--- src/rtl/fetch_branch_sequencer.sv ---
// Fetch/execute sequencer: owns the PC, fetches over req/ack,
// resolves conditional branches against the external evaluator.
module fetch_branch_sequencer #(
    parameter int               WIDTH         = 8,
    parameter logic [WIDTH-1:0] RESET_PC      = '0,
    parameter logic [1:0]       BRANCH_OPCODE = 2'b11,
    parameter int               MAX_WAIT      = 15
) (
    input  logic             clk,
    input  logic             rst_n,
    input  logic             run_en,
    output logic             imem_req,
    output logic [WIDTH-1:0] imem_addr,
    input  logic             imem_ack,
    input  logic [WIDTH-1:0] imem_data,
    output logic [WIDTH-1:0] instr,
    output logic             instr_valid,
    output logic [2:0]       cond_sel,
    input  logic             cond_result,
    input  logic [WIDTH-1:0] jump_target,
    output logic             branch_taken,
    output logic [WIDTH-1:0] pc,
    output logic [15:0]      retired,
    output logic             fault
);

    typedef enum logic [1:0] {
        S_IDLE,
        S_FETCH,
        S_EXEC,
        S_FAULT
    } state_t;

    localparam logic [7:0] LP_LAST = 8'(MAX_WAIT - 1);

    state_t           r_state;
    state_t           w_next;
    logic [WIDTH-1:0] r_pc;
    logic [WIDTH-1:0] r_instr;
    logic [15:0]      r_retired;
    logic [7:0]       r_wait;
    logic             r_fault;
    logic             w_is_branch;
    logic             w_timeout;

    assign w_is_branch = (r_instr[WIDTH-1 -: 2] == BRANCH_OPCODE);

    assign instr   = r_instr;
    assign pc      = r_pc;
    assign retired = r_retired;
    assign fault   = r_fault;

    always_comb begin
        w_next       = r_state;
        imem_req     = 1'b0;
        imem_addr    = '0;
        instr_valid  = 1'b0;
        cond_sel     = 3'b000;
        branch_taken = 1'b0;
        w_timeout    = 1'b0;
        unique case (r_state)
            S_IDLE: begin
                if (run_en) w_next = S_FETCH;
            end
            S_FETCH: begin
                imem_req  = 1'b1;
                imem_addr = r_pc;
                // A late ack still beats the timeout
                if (imem_ack) begin
                    w_next = S_EXEC;
                end else if (r_wait == LP_LAST) begin
                    w_timeout = 1'b1;
                    w_next    = S_FAULT;
                end
            end
            S_EXEC: begin
                instr_valid  = 1'b1;
                if (w_is_branch) cond_sel = r_instr[2:0];
                branch_taken = w_is_branch & cond_result;
                w_next       = run_en ? S_FETCH : S_IDLE;
            end
            S_FAULT: begin
                w_next = S_FAULT;
            end
            default: begin
                w_next = S_IDLE;
            end
        endcase
    end

    always_ff @(posedge clk or negedge rst_n) begin
        if (!rst_n) begin
            r_state   <= S_IDLE;
            r_pc      <= RESET_PC;
            r_instr   <= '0;
            r_retired <= '0;
            r_wait    <= '0;
            r_fault   <= 1'b0;
        end else begin
            r_state <= w_next;
            case (r_state)
                S_FETCH: begin
                    if (imem_ack) begin
                        r_instr <= imem_data;
                        r_wait  <= '0;
                    end else begin
                        r_wait <= r_wait + 8'd1;
                        if (w_timeout) r_fault <= 1'b1;
                    end
                end
                S_EXEC: begin
                    r_pc      <= branch_taken ? jump_target
                                              : r_pc + WIDTH'(1);
                    r_retired <= r_retired + 16'd1;
                end
                default: begin
                end
            endcase
        end
    end

endmodule
--- config.mk ---
export PLATFORM = sky130hd
export DESIGN_NAME = fetch_branch_sequencer
export DESIGN_NICKNAME = d
export VERILOG_FILES = /design/src/rtl/fetch_branch_sequencer.sv
export SDC_FILE = /design/constraint.sdc
export NUM_CORES = 1
export LEC_CHECK = 0
export ABC_AREA = 1
export BUFFER_PORTS_ARGS = -buffer_cell sky130_fd_sc_hd__buf_2
export CORE_MARGIN = 5
export CORE_UTILIZATION = 35
export CTS_CLUSTER_DIAMETER = 150
export DETAILED_ROUTE_END_ITERATION = 6
export SYNTH_ARGS = -nofsm -noshare
export SYNTH_HDL_FRONTEND = slang
export SYNTH_SLANG_ARGS = --single-unit
--- constraint.sdc ---
create_clock -name clk -period 1.75 [get_ports clk]
set_clock_uncertainty 0.05 [all_clocks]
set_input_delay 0.175 -clock clk [delete_from_list [all_inputs] [get_ports clk]]
set_output_delay 0.175 -clock clk [all_outputs]
set_load 0.01 [all_outputs]
==> impl_results.html, run 1 <==
<table>
<tr><th>Metric</th><th>Value</th></tr>
<tr><th colspan="2">Run status</th></tr>
<tr><td>Status</td><td>completed</td></tr>
<tr><th colspan="2">Clock network</th></tr>
<tr><td>Number of post-CTS setup repair buffers</td><td>0</td></tr>
<tr><td>Total number of clock tree sinks</td><td>between 40 and 50</td></tr>
<tr><td>Clk slew on worst S/H paths</td><td>0.08 ns</td></tr>
<tr><td>CTS Root Buffer Type</td><td>sky130_fd_sc_hd__clkbuf_8</td></tr>
<tr><td>Clk Latency, worst-skew pair</td><td>about 0.29 ns</td></tr>
<tr><td>TritonCTS clock tree</td><td>done</td></tr>
<tr><td>Number of buffers created by CTS</td><td>5</td></tr>
<tr><td>Number of H-tree levels</td><td>2</td></tr>
<tr><td>Buffer depth of the longest clock path</td><td>2</td></tr>
<tr><th colspan="2">Floorplanning</th></tr>
<tr><td>Vertical extent of the die</td><td>between 90 and 100 µm</td></tr>
<tr><td>Total die area</td><td>roughly 0.0084 mm²</td></tr>
<tr><td>Row count</td><td>29</td></tr>
<tr><td>Chip Width</td><td>slightly above 90 µm</td></tr>
<tr><td>Placeable core region</td><td>roughly 0.0064 mm²</td></tr>
<tr><td>Initial cell density of the core</td><td>36.43%</td></tr>
<tr><td>IO Count</td><td>68</td></tr>
<tr><th colspan="2">Synth</th></tr>
<tr><td>Synth warn</td><td>0</td></tr>
<tr><td>Total of flip-flops plus latches after synthesis</td><td>43</td></tr>
<tr><td>Main combinational cell family by area after synthesis</td><td>simple AND/OR/NAND/NOR gates</td></tr>
<tr><td>Number of standard cells after synthesis</td><td>about 320</td></tr>
<tr><td>Leading post-synthesis cells by cell area</td><td>sky130_fd_sc_hd__dfrtp_1 46%, sky130_fd_sc_hd__nand2_1 16%, sky130_fd_sc_hd__nor2_1 7.4%, sky130_fd_sc_hd__inv_1 6.7%, sky130_fd_sc_hd__o21ai_0 3.2%</td></tr>
<tr><td>Mapped cell area</td><td>around 0.0023 mm²</td></tr>
<tr><td>Library cell occupying the most area in the post-synthesis netlist</td><td>sky130_fd_sc_hd__dfrtp_1</td></tr>
<tr><td>Share of cell area taken by muxes after synthesis</td><td>0%</td></tr>
<tr><td>Area share of fa/ha/maj cells after synthesis</td><td>around 2.1%</td></tr>
<tr><td>Area share of the largest cell type after synthesis</td><td>around 46%</td></tr>
<tr><td>Syn Nets</td><td>between 300 and 400</td></tr>
<tr><td>Number of distinct library cells after synthesis</td><td>26</td></tr>
<tr><td>Portion of the post-synthesis area used by sequential elements</td><td>between 40% and 50%</td></tr>
<tr><td>Area share of xor/xnor cells in the synthesized design</td><td>about 4.1%</td></tr>
<tr><td>Basic-gate share of the synthesized area counting and, or, nand and nor cells</td><td>between 30% and 40%</td></tr>
<tr><td>Synthesized area divided by synthesized cell count</td><td>about 7.4 µm²</td></tr>
<tr><td>Compound-cell area share of the yosys netlist</td><td>between 6 and 7%</td></tr>
<tr><th colspan="2">Placed design</th></tr>
<tr><td>Area of placed instances</td><td>~0.0028 mm²</td></tr>
<tr><td>HPWL reported at the end of detailed placement</td><td>4392 µm</td></tr>
<tr><td>Routability Congestion</td><td>between 0.7 and 0.8</td></tr>
<tr><td>Number of instances in the placed design</td><td>approximately 460</td></tr>
<tr><td>Number of port buffers</td><td>between 60 and 70</td></tr>
<tr><th colspan="2">Critical path</th></tr>
<tr><td>Element type at the critical path end</td><td>output pin</td></tr>
<tr><td>R2R Setup Slk</td><td>roughly 0.24 ns</td></tr>
<tr><td>Startpoint-to-endpoint class of the critical path</td><td>flop to output pin</td></tr>
<tr><td>Launch point of the worst reg-to-reg path</td><td>r_state[1]$_DFFE_PN0P_</td></tr>
<tr><td>Required time of the worst setup path</td><td>about 1.5 ns</td></tr>
<tr><td>Endpoint of the most critical register-to-register path</td><td>r_wait[6]$_DFFE_PN0P_</td></tr>
<tr><td>Path depth of the worst reg2reg path</td><td>8</td></tr>
<tr><td>Crit path launch type</td><td>flop</td></tr>
<tr><td>Worst EP arrival</td><td>between 1 and 1.5 ns</td></tr>
<tr><td>Peak fanout along the critical path</td><td>11</td></tr>
<tr><td>Critical path startpoint</td><td>r_state[1]$_DFFE_PN0P_</td></tr>
<tr><th colspan="2">Route</th></tr>
<tr><td>Remaining antenna violation count after routing</td><td>0</td></tr>
<tr><td>Vias after detailed routing</td><td>2207</td></tr>
<tr><td>DR pass1 iterations</td><td>4</td></tr>
<tr><td>DRC errors left</td><td>0</td></tr>
<tr><td>Drt total wl</td><td>about 5700 µm</td></tr>
<tr><td>Via-to-Cell Ratio</td><td>about 4.7</td></tr>
<tr><td>Detailed router's first-iteration violation count</td><td>40</td></tr>
<tr><td>Per-cell routed wire length</td><td>approximately 12 µm</td></tr>
<tr><th colspan="2">Cells and area</th></tr>
<tr><td>Design Area, Final</td><td>a little under 0.003 mm²</td></tr>
<tr><td>Layout cell share with drive strength beyond 1</td><td>between 20% and 30%</td></tr>
<tr><td>Relative area change from synthesis to final layout</td><td>24.71%</td></tr>
<tr><td>Final core area utilization</td><td>45.43%</td></tr>
<tr><td>Post-route insts no fill</td><td>between 400 and 500</td></tr>
<tr><td>Inserted Diodes</td><td>0</td></tr>
<tr><td>Number of nets in the layout</td><td>~420</td></tr>
<tr><th colspan="2">Timing</th></tr>
<tr><td>Unrepaired setup endpoints after global routing</td><td>no</td></tr>
<tr><td>Total Negative Setup Slacks</td><td>0 ns</td></tr>
<tr><td>Transition time of the tightest slew-check pin</td><td>roughly 0.42 ns</td></tr>
<tr><td>Worst slew margin</td><td>between 70% and 80%</td></tr>
<tr><td>Number of setup violations in the final report</td><td>0</td></tr>
<tr><td>Fmax</td><td>622.6 MHz</td></tr>
<tr><td>Final Slew Violations</td><td>0</td></tr>
<tr><td>Final Hold Viols</td><td>0</td></tr>
<tr><td>Final critical delay including setup and external delays</td><td>roughly 1.6 ns</td></tr>
<tr><td>Fin crit share</td><td>between 90% and 100%</td></tr>
<tr><th colspan="2">Worst hold path</th></tr>
<tr><td>Worst min-delay path endpoint</td><td>instr[7]$_DFFE_PN0P_</td></tr>
<tr><td>Instance count along the most critical hold path</td><td>3</td></tr>
<tr><td>Hold path start</td><td>imem_data[7]</td></tr>
<tr><td>Class of the most critical hold timing path</td><td>input port to flop</td></tr>
<tr><th colspan="2">Power</th></tr>
<tr><td>IR Drop Worst-Case VDD</td><td>about 700 µV</td></tr>
<tr><td>Internal Power</td><td>~2.3 mW</td></tr>
<tr><td>Total Power</td><td>3.951 mW</td></tr>
<tr><td>Leakage power of the design</td><td>1.608 nW</td></tr>
<tr><td>Switching share of total power</td><td>between 40% and 50%</td></tr>
<tr><td>Fraction of power consumed by combinational cells</td><td>between 40 and 50%</td></tr>
<tr><td>Ratio of total power to cell area</td><td>approximately 1400 mW/mm²</td></tr>
<tr><td>Net Switching</td><td>approximately 1.6 mW</td></tr>
<tr><td>Clock share of power</td><td>between 10% and 20%</td></tr>
<tr><td>Sequential group share of total power</td><td>between 40% and 50%</td></tr>
<tr><th colspan="2">Global route</th></tr>
<tr><td>Vias in the first global route</td><td>between 2k and 2.5k</td></tr>
<tr><td>GRT Total Usage</td><td>between 10% and 20%</td></tr>
<tr><td>Global-route wire length before repair</td><td>approximately 10000 µm</td></tr>
<tr><td>Maximum number of pins on one net before global-route repair</td><td>28</td></tr>
<tr><td>GR Overflow Total</td><td>0</td></tr>
<tr><td>Initial antenna violation count</td><td>0</td></tr>
<tr><th colspan="2">Run</th></tr>
<tr><td>MaxCap Viol Count</td><td>0</td></tr>
</table>
## layer usage
layer / vias to the layer above / global-route usage, % / wire (µm)
met5: - / 0 / 0
met4: 0 / 5.074 / 87
met3: 7 / 4.583 / 421
met2: 54 / 23.25 / 2626
met1: 1018 / 18.44 / 2584
li1: 1128 / - / -
## worst max-delay path, cell delays in order, from the launching register on
cell and delay, ns:
sky130_fd_sc_hd__dfrtp_1 0.45, sky130_fd_sc_hd__inv_1 0.12, sky130_fd_sc_hd__nor2_1 0.16, sky130_fd_sc_hd__buf_4 0.21, sky130_fd_sc_hd__buf_2 0.15
## worst max path at each step
stage                                         end  slack (ns)  cells after the start
after floorplan           retired[10]$_DFFE_PN0N_        0.45                      7
after global placement      r_wait[6]$_DFFE_PN0P_        0.34                      8
after detailed placement    r_wait[6]$_DFFE_PN0P_        0.27                      8
after CTS                            branch_taken        0.05                      5
after global routing                 branch_taken        0.05                      5
final                                 instr_valid        0.14                      4
## per-stage QoR
| step | setup WS (ns) | hold slack [ns] |
|---|---|---|
| 6_report | 0.1440 | 0.02718 |
| 5_1_grt | 0.05047 | 0.02923 |
| 4_1_cts | 0.04818 | 0.02001 |
| 3_5_place_dp | 0.2683 | 0.09090 |
| 3_3_place_gp | 0.3350 | 0.08523 |
| 2_1_floorplan | 0.4469 | -0.1706 |
## state kept, by name, summed over array words and instances, names as in the netlist
name and cells:
fault 1, retired 16, r_wait 8, pc 8
instr 8, r_state 2
## cells in the mapped netlist
cell type / instances
sky130_fd_sc_hd__nor2_2: 2
sky130_fd_sc_hd__xor2_1: 7
sky130_fd_sc_hd__nor3_1: 7
sky130_fd_sc_hd__nand4_1: 7
sky130_fd_sc_hd__buf_4: 2
sky130_fd_sc_hd__o22ai_1: 2
sky130_fd_sc_hd__nand2_2: 2
sky130_fd_sc_hd__nand3_1: 10
sky130_fd_sc_hd__nor2_1: 46
sky130_fd_sc_hd__xnor2_1: 4
sky130_fd_sc_hd__nor2_4: 3
sky130_fd_sc_hd__o21bai_1: 1
sky130_fd_sc_hd__inv_1: 42
sky130_fd_sc_hd__ha_1: 4
sky130_fd_sc_hd__nand2_1: 100
sky130_fd_sc_hd__o211ai_1: 1
sky130_fd_sc_hd__nand3_2: 2
sky130_fd_sc_hd__a211oi_1: 1
sky130_fd_sc_hd__dfrtp_1: 43
sky130_fd_sc_hd__inv_2: 3
sky130_fd_sc_hd__o21ai_0: 15
sky130_fd_sc_hd__o21a_1: 1
sky130_fd_sc_hd__a21oi_1: 8
sky130_fd_sc_hd__nand2_4: 1
sky130_fd_sc_hd__clkbuf_1: 1
sky130_fd_sc_hd__buf_2: 1
## cells in the final DEF (no fill, tap or decap), drive strengths merged
master / Yosys / final
nand2: 103 / 103
buf: 3 / 72
nor2: 51 / 51
inv: 45 / 45
dfrtp: 43 / 43
o21ai: 15 / 15
nand3: 12 / 12
a21oi: 8 / 8
nand4: 7 / 7
nor3: 7 / 7
xor2: 7 / 7
clkbuf: 1 / 6
xnor2: 4 / 4
ha: 4 / 4
o22ai: 2 / 2
o21bai: 1 / 1
o21a: 1 / 1
o211ai: 1 / 1
a211oi: 1 / 1
bufinv: 0 / 1
dlygate4sd3: 0 / 1
## power by group through the flow
| stage | Clock [mW] | Combinational (mW) | Sequential (mW) |
|---|---|---|---|
| final | 0.742 | 1.61 | 1.60 |
| after CTS | 0.774 | 1.64 | 1.60 |
| after detailed placement | 0 | 1.62 | 1.62 |
| after floorplan | 0 | 0.933 | 1.67 |
| after global routing | 0.808 | 1.85 | 1.65 |
| after global placement | 0 | 1.60 | 1.61 |
## cell families after synthesis
family	Yosys count
xor gates and xnor gates	11
and+or+nand+nor	180
AOI/OAI and AO/OA	29
adders and majority gates	4
buffers and inverters	49
DFF	43
## final cells by class
type                            instances  area, µm²
Sequential cell                        43       1076
Inverter                               45      168.9
Multi-Input combinational cell        224       1079
Clock inverter                          1      30.03
Timing Repair Buffer                   73      395.4
Clock buffer                            6      72.57
Tap cell                               77      96.34
Fill cell                             676       3505
## timing repair
item / in CTS / in global routing
endpoints found under the hold margin: 16 / 0
endpoints found under the setup margin: 0 / 1
hold buffers: 1 / 0
gates resized for setup: 0 / 2
No activity file was read; power rests on OpenSTA's default activity.
==> run 2, diff against run 1 <==
--- a/config.mk
+++ b/config.mk
@@ -7,10 +7,13 @@
 export LEC_CHECK = 0
 export ABC_AREA = 1
 export BUFFER_PORTS_ARGS = -buffer_cell sky130_fd_sc_hd__buf_2
+export CORE_ASPECT_RATIO = 2
 export CORE_MARGIN = 5
 export CORE_UTILIZATION = 35
 export CTS_CLUSTER_DIAMETER = 150
 export DETAILED_ROUTE_END_ITERATION = 6
+export GPL_ROUTABILITY_DRIVEN = 0
 export SYNTH_ARGS = -nofsm -noshare
 export SYNTH_HDL_FRONTEND = slang
 export SYNTH_SLANG_ARGS = --single-unit
+export TNS_END_PERCENT = 10
==> run 2 against run 1 <==
Effect of this change: critical path depth is 1 higher; register-to-register slack better by 0.03 ns; via count is 0.23% higher; die area is 1.2% higher; critical path type unchanged; largest cell class is now flip-flops and latches.
==> impl_results.html, run 2 (synthesis gave the netlist of run 1 again) <==
<table>
<tr><th>Metric</th><th>Value</th></tr>
<tr><th colspan="2">Run status</th></tr>
<tr><td>Status</td><td>completed (unchanged)</td></tr>
<tr><th colspan="2">Critical path</th></tr>
<tr><td>Worst EP arrival</td><td>1.39 ns (was 1.38 ns)</td></tr>
<tr><td>Required time of the worst setup path</td><td>1.52 ns (about the same)</td></tr>
<tr><td>Element type at the critical path end</td><td>output pin (unchanged)</td></tr>
<tr><td>Peak fanout along the critical path</td><td>6 (was 11)</td></tr>
<tr><td>Startpoint-to-endpoint class of the critical path</td><td>flop to output pin (unchanged)</td></tr>
<tr><td>Endpoint of the most critical register-to-register path</td><td>r_wait[6]$_DFFE_PN0P_ (unchanged)</td></tr>
<tr><td>R2R Setup Slk</td><td>0.27 ns (was 0.24 ns)</td></tr>
<tr><td>Critical path startpoint</td><td>r_state[1]$_DFFE_PN0P_ (unchanged)</td></tr>
<tr><td>Path depth of the worst reg2reg path</td><td>8 (unchanged)</td></tr>
<tr><td>Crit path launch type</td><td>flop (unchanged)</td></tr>
<tr><td>Critical Path Sink</td><td>branch_taken (was instr_valid)</td></tr>
<tr><td>Launch point of the worst reg-to-reg path</td><td>r_state[1]$_DFFE_PN0P_ (unchanged)</td></tr>
<tr><th colspan="2">Route</th></tr>
<tr><td>DRC errors left</td><td>0 (unchanged)</td></tr>
<tr><td>Detailed router's first-iteration violation count</td><td>134 (was 40)</td></tr>
<tr><td>Drt total wl</td><td>6165 µm (was 5718 µm)</td></tr>
<tr><td>Remaining antenna violation count after routing</td><td>0 (unchanged)</td></tr>
<tr><td>DR pass1 iterations</td><td>4 (unchanged)</td></tr>
<tr><td>Detailed-routing wirelength on met1</td><td>2248 µm (was 2584 µm)</td></tr>
<tr><td>Per-cell routed wire length</td><td>12.76 µm (was 12.19 µm)</td></tr>
<tr><td>Vias after detailed routing</td><td>2212 (was 2207)</td></tr>
<tr><td>Routed wl met2</td><td>3426 µm (was 2626 µm)</td></tr>
<tr><td>Wire length on met3</td><td>301 µm (was 421 µm)</td></tr>
<tr><td>Top layer reached by signal wires</td><td>met4 (unchanged)</td></tr>
<tr><td>Via-to-Cell Ratio</td><td>4.580 (was 4.706)</td></tr>
<tr><th colspan="2">Clock network</th></tr>
<tr><td>CTS Root Buffer Type</td><td>sky130_fd_sc_hd__clkbuf_16 (was sky130_fd_sc_hd__clkbuf_8)</td></tr>
<tr><td>Total number of clock tree sinks</td><td>43 (unchanged)</td></tr>
<tr><td>Buffer depth of the longest clock path</td><td>2 (unchanged)</td></tr>
<tr><td>Number of H-tree levels</td><td>2 (unchanged)</td></tr>
<tr><td>Clk Latency, worst-skew pair</td><td>0.29 ns (about the same)</td></tr>
<tr><td>Clk slew on worst S/H paths</td><td>0.06 ns (was 0.08 ns)</td></tr>
<tr><td>TritonCTS clock tree</td><td>done (unchanged)</td></tr>
<tr><td>Number of buffers created by CTS</td><td>5 (unchanged)</td></tr>
<tr><th colspan="2">Global route</th></tr>
<tr><td>GRT Total Usage</td><td>16.05% (was 14.48%)</td></tr>
<tr><td>GR Overflow Total</td><td>0 (unchanged)</td></tr>
<tr><td>Maximum number of pins on one net before global-route repair</td><td>24 (was 28)</td></tr>
<tr><td>Initial antenna violation count</td><td>0 (unchanged)</td></tr>
<tr><td>Global-route wire length before repair</td><td>10490 µm (was 10120 µm)</td></tr>
<tr><td>Vias in the first global route</td><td>2293 (was 2262)</td></tr>
<tr><th colspan="2">Worst hold path</th></tr>
<tr><td>Class of the most critical hold timing path</td><td>input port to flop (unchanged)</td></tr>
<tr><th colspan="2">Floorplanning</th></tr>
<tr><td>Row count</td><td>42 (was 29)</td></tr>
<tr><td>IO Count</td><td>68 (unchanged)</td></tr>
<tr><td>Chip Width</td><td>67.82 µm (was 91.76 µm)</td></tr>
<tr><td>Vertical extent of the die</td><td>125.6 µm (was 91.76 µm)</td></tr>
<tr><td>Total die area</td><td>0.008520 mm² (was 0.008420 mm²)</td></tr>
<tr><td>Placeable core region</td><td>0.006569 mm² (was 0.006422 mm²)</td></tr>
<tr><td>Initial cell density of the core</td><td>35.62% (was 36.43%)</td></tr>
<tr><th colspan="2">Cells and area</th></tr>
<tr><td>Relative area change from synthesis to final layout</td><td>27.70% (was 24.71%)</td></tr>
<tr><td>Number of filler instances in the final layout</td><td>693 (was 676)</td></tr>
<tr><td>Highest-count cells in the layout ignoring fill and taps</td><td>99 x sky130_fd_sc_hd__nand2_1, 67 x sky130_fd_sc_hd__buf_2, 45 x sky130_fd_sc_hd__nor2_1 (was 99 x sky130_fd_sc_hd__nand2_1, 67 x sky130_fd_sc_hd__buf_2, 46 x sky130_fd_sc_hd__nor2_1)</td></tr>
<tr><td>Layout cell share with drive strength beyond 1</td><td>24.56% (was 23.47%)</td></tr>
<tr><td>Most common cell after layout, fill and taps aside</td><td>sky130_fd_sc_hd__nand2_1 (unchanged)</td></tr>
<tr><td>Inserted Diodes</td><td>0 (unchanged)</td></tr>
<tr><td>Number of nets in the layout</td><td>419 (was 417)</td></tr>
<tr><td>Largest register FFs</td><td>16 (unchanged)</td></tr>
<tr><td>Post-route insts no fill</td><td>483 (was 469)</td></tr>
<tr><th colspan="2">Timing</th></tr>
<tr><td>Final critical delay including setup and external delays</td><td>1.611 ns (was 1.606 ns)</td></tr>
<tr><td>Number of setup violations in the final report</td><td>0 (unchanged)</td></tr>
<tr><td>Transition time of the tightest slew-check pin</td><td>0.5098 ns (was 0.4219 ns)</td></tr>
<tr><td>Fmax</td><td>620.6 MHz (was 622.6 MHz)</td></tr>
<tr><td>Final worst-path setup slack</td><td>0.1387 ns (was 0.1440 ns)</td></tr>
<tr><td>Hold_ws</td><td>0.03577 ns (was 0.02718 ns)</td></tr>
<tr><td>Unrepaired setup endpoints after global routing</td><td>no (unchanged)</td></tr>
<tr><td>Worst slew margin</td><td>66.01% (was 71.87%)</td></tr>
<tr><td>Total Negative Setup Slacks</td><td>0 ns (unchanged)</td></tr>
<tr><td>Final Slew Violations</td><td>0 (unchanged)</td></tr>
<tr><td>Final Hold Viols</td><td>0 (unchanged)</td></tr>
<tr><td>Fin crit share</td><td>92.08% (was 91.77%)</td></tr>
<tr><th colspan="2">Placed design</th></tr>
<tr><td>Number of port buffers</td><td>67 (unchanged)</td></tr>
<tr><td>HPWL reported at the end of detailed placement</td><td>4961 µm (was 4392 µm)</td></tr>
<tr><td>Number of instances in the placed design</td><td>474 (was 461)</td></tr>
<tr><td>Post-placement worst setup slack</td><td>0.2719 ns (was 0.2683 ns)</td></tr>
<tr><th colspan="2">Power</th></tr>
<tr><td>IR Drop Worst-Case VDD</td><td>764.6 µV (was 690.9 µV)</td></tr>
<tr><td>Total Power</td><td>4.170 mW (was 3.951 mW)</td></tr>
<tr><td>Ratio of total power to cell area</td><td>1396 mW/mm² (was 1354 mW/mm²)</td></tr>
<tr><td>Leakage power of the design</td><td>1.635 nW (was 1.608 nW)</td></tr>
<tr><th colspan="2">Run</th></tr>
<tr><td>MaxCap Viol Count</td><td>0 (unchanged)</td></tr>
</table>
## run 2: critical path: stages (launching register included)
cell and delay (ns):
sky130_fd_sc_hd__dfrtp_1 0.43, sky130_fd_sc_hd__inv_1 0.12, sky130_fd_sc_hd__nor2_2 0.18, sky130_fd_sc_hd__nand2_2 0.13
sky130_fd_sc_hd__inv_2 0.11, sky130_fd_sc_hd__buf_2 0.14
## run 2: where the power goes
group	leakage [nW]	switching [mW]	internal, mW
combinational	1.01	1.02	0.627
sequential	0.556	0.323	1.29
clock	0.0669	0.379	0.526
## run 2: routing by layer
metal | vias to the layer above | GRT usage [%]
met5 | - | 0
met4 | 0 | 7.620
met3 | 12 | 3.387
met2 | 44 | 29.64
met1 | 1028 | 16.15
li1 | 1128 | -
## run 2: worst min path at each step
stage	cells after the start	end	slack, ns	from
4_1_cts	3	instr[4]$_DFFE_PN0P_	0.03	imem_data[4]
3_5_place_dp	1	retired[6]$_DFFE_PN0N_	0.13	rst_n
2_1_floorplan	0	fault$_DFFE_PN0P_	-0.17	rst_n
5_1_grt	3	instr[1]$_DFFE_PN0P_	0.05	imem_data[1]
6_report	3	instr[4]$_DFFE_PN0P_	0.04	imem_data[4]
3_3_place_gp	1	retired[6]$_DFFE_PN0N_	0.12	rst_n
## run 2: what timing repair did
item | CTS | global route
hold endpoints to repair | 20 | 0
setup endpoints to repair | 1 | 4
hold buffers | 1 | 0
gates resized for setup | 1 | 3
gates cloned | 0 | 0
setup buffers | 0 | 0
## run 2: area by class of cell
| type | count | area (µm²) | area share, % |
|---|---|---|---|
| Tap cell | 88 | 110.1 | 3.685 |
| Inverter | 45 | 168.9 | 5.653 |
| Clock inverter | 2 | 12.51 | 0.4188 |
| Sequential cell | 43 | 1077 | 36.06 |
| Multi-Input combinational cell | 224 | 1076 | 36.01 |
| Clock buffer | 6 | 128.9 | 4.313 |
| Timing Repair Buffer | 75 | 414.1 | 13.86 |
## run 2: metrics by stage
stage                     area (µm²)  utilization [%]
after CTS                       2980            45.37
after global placement          2826            43.03
final                           2988            45.49
after detailed placement        2826            43.03
after floorplan                 2340                -
after global routing            2988            45.49
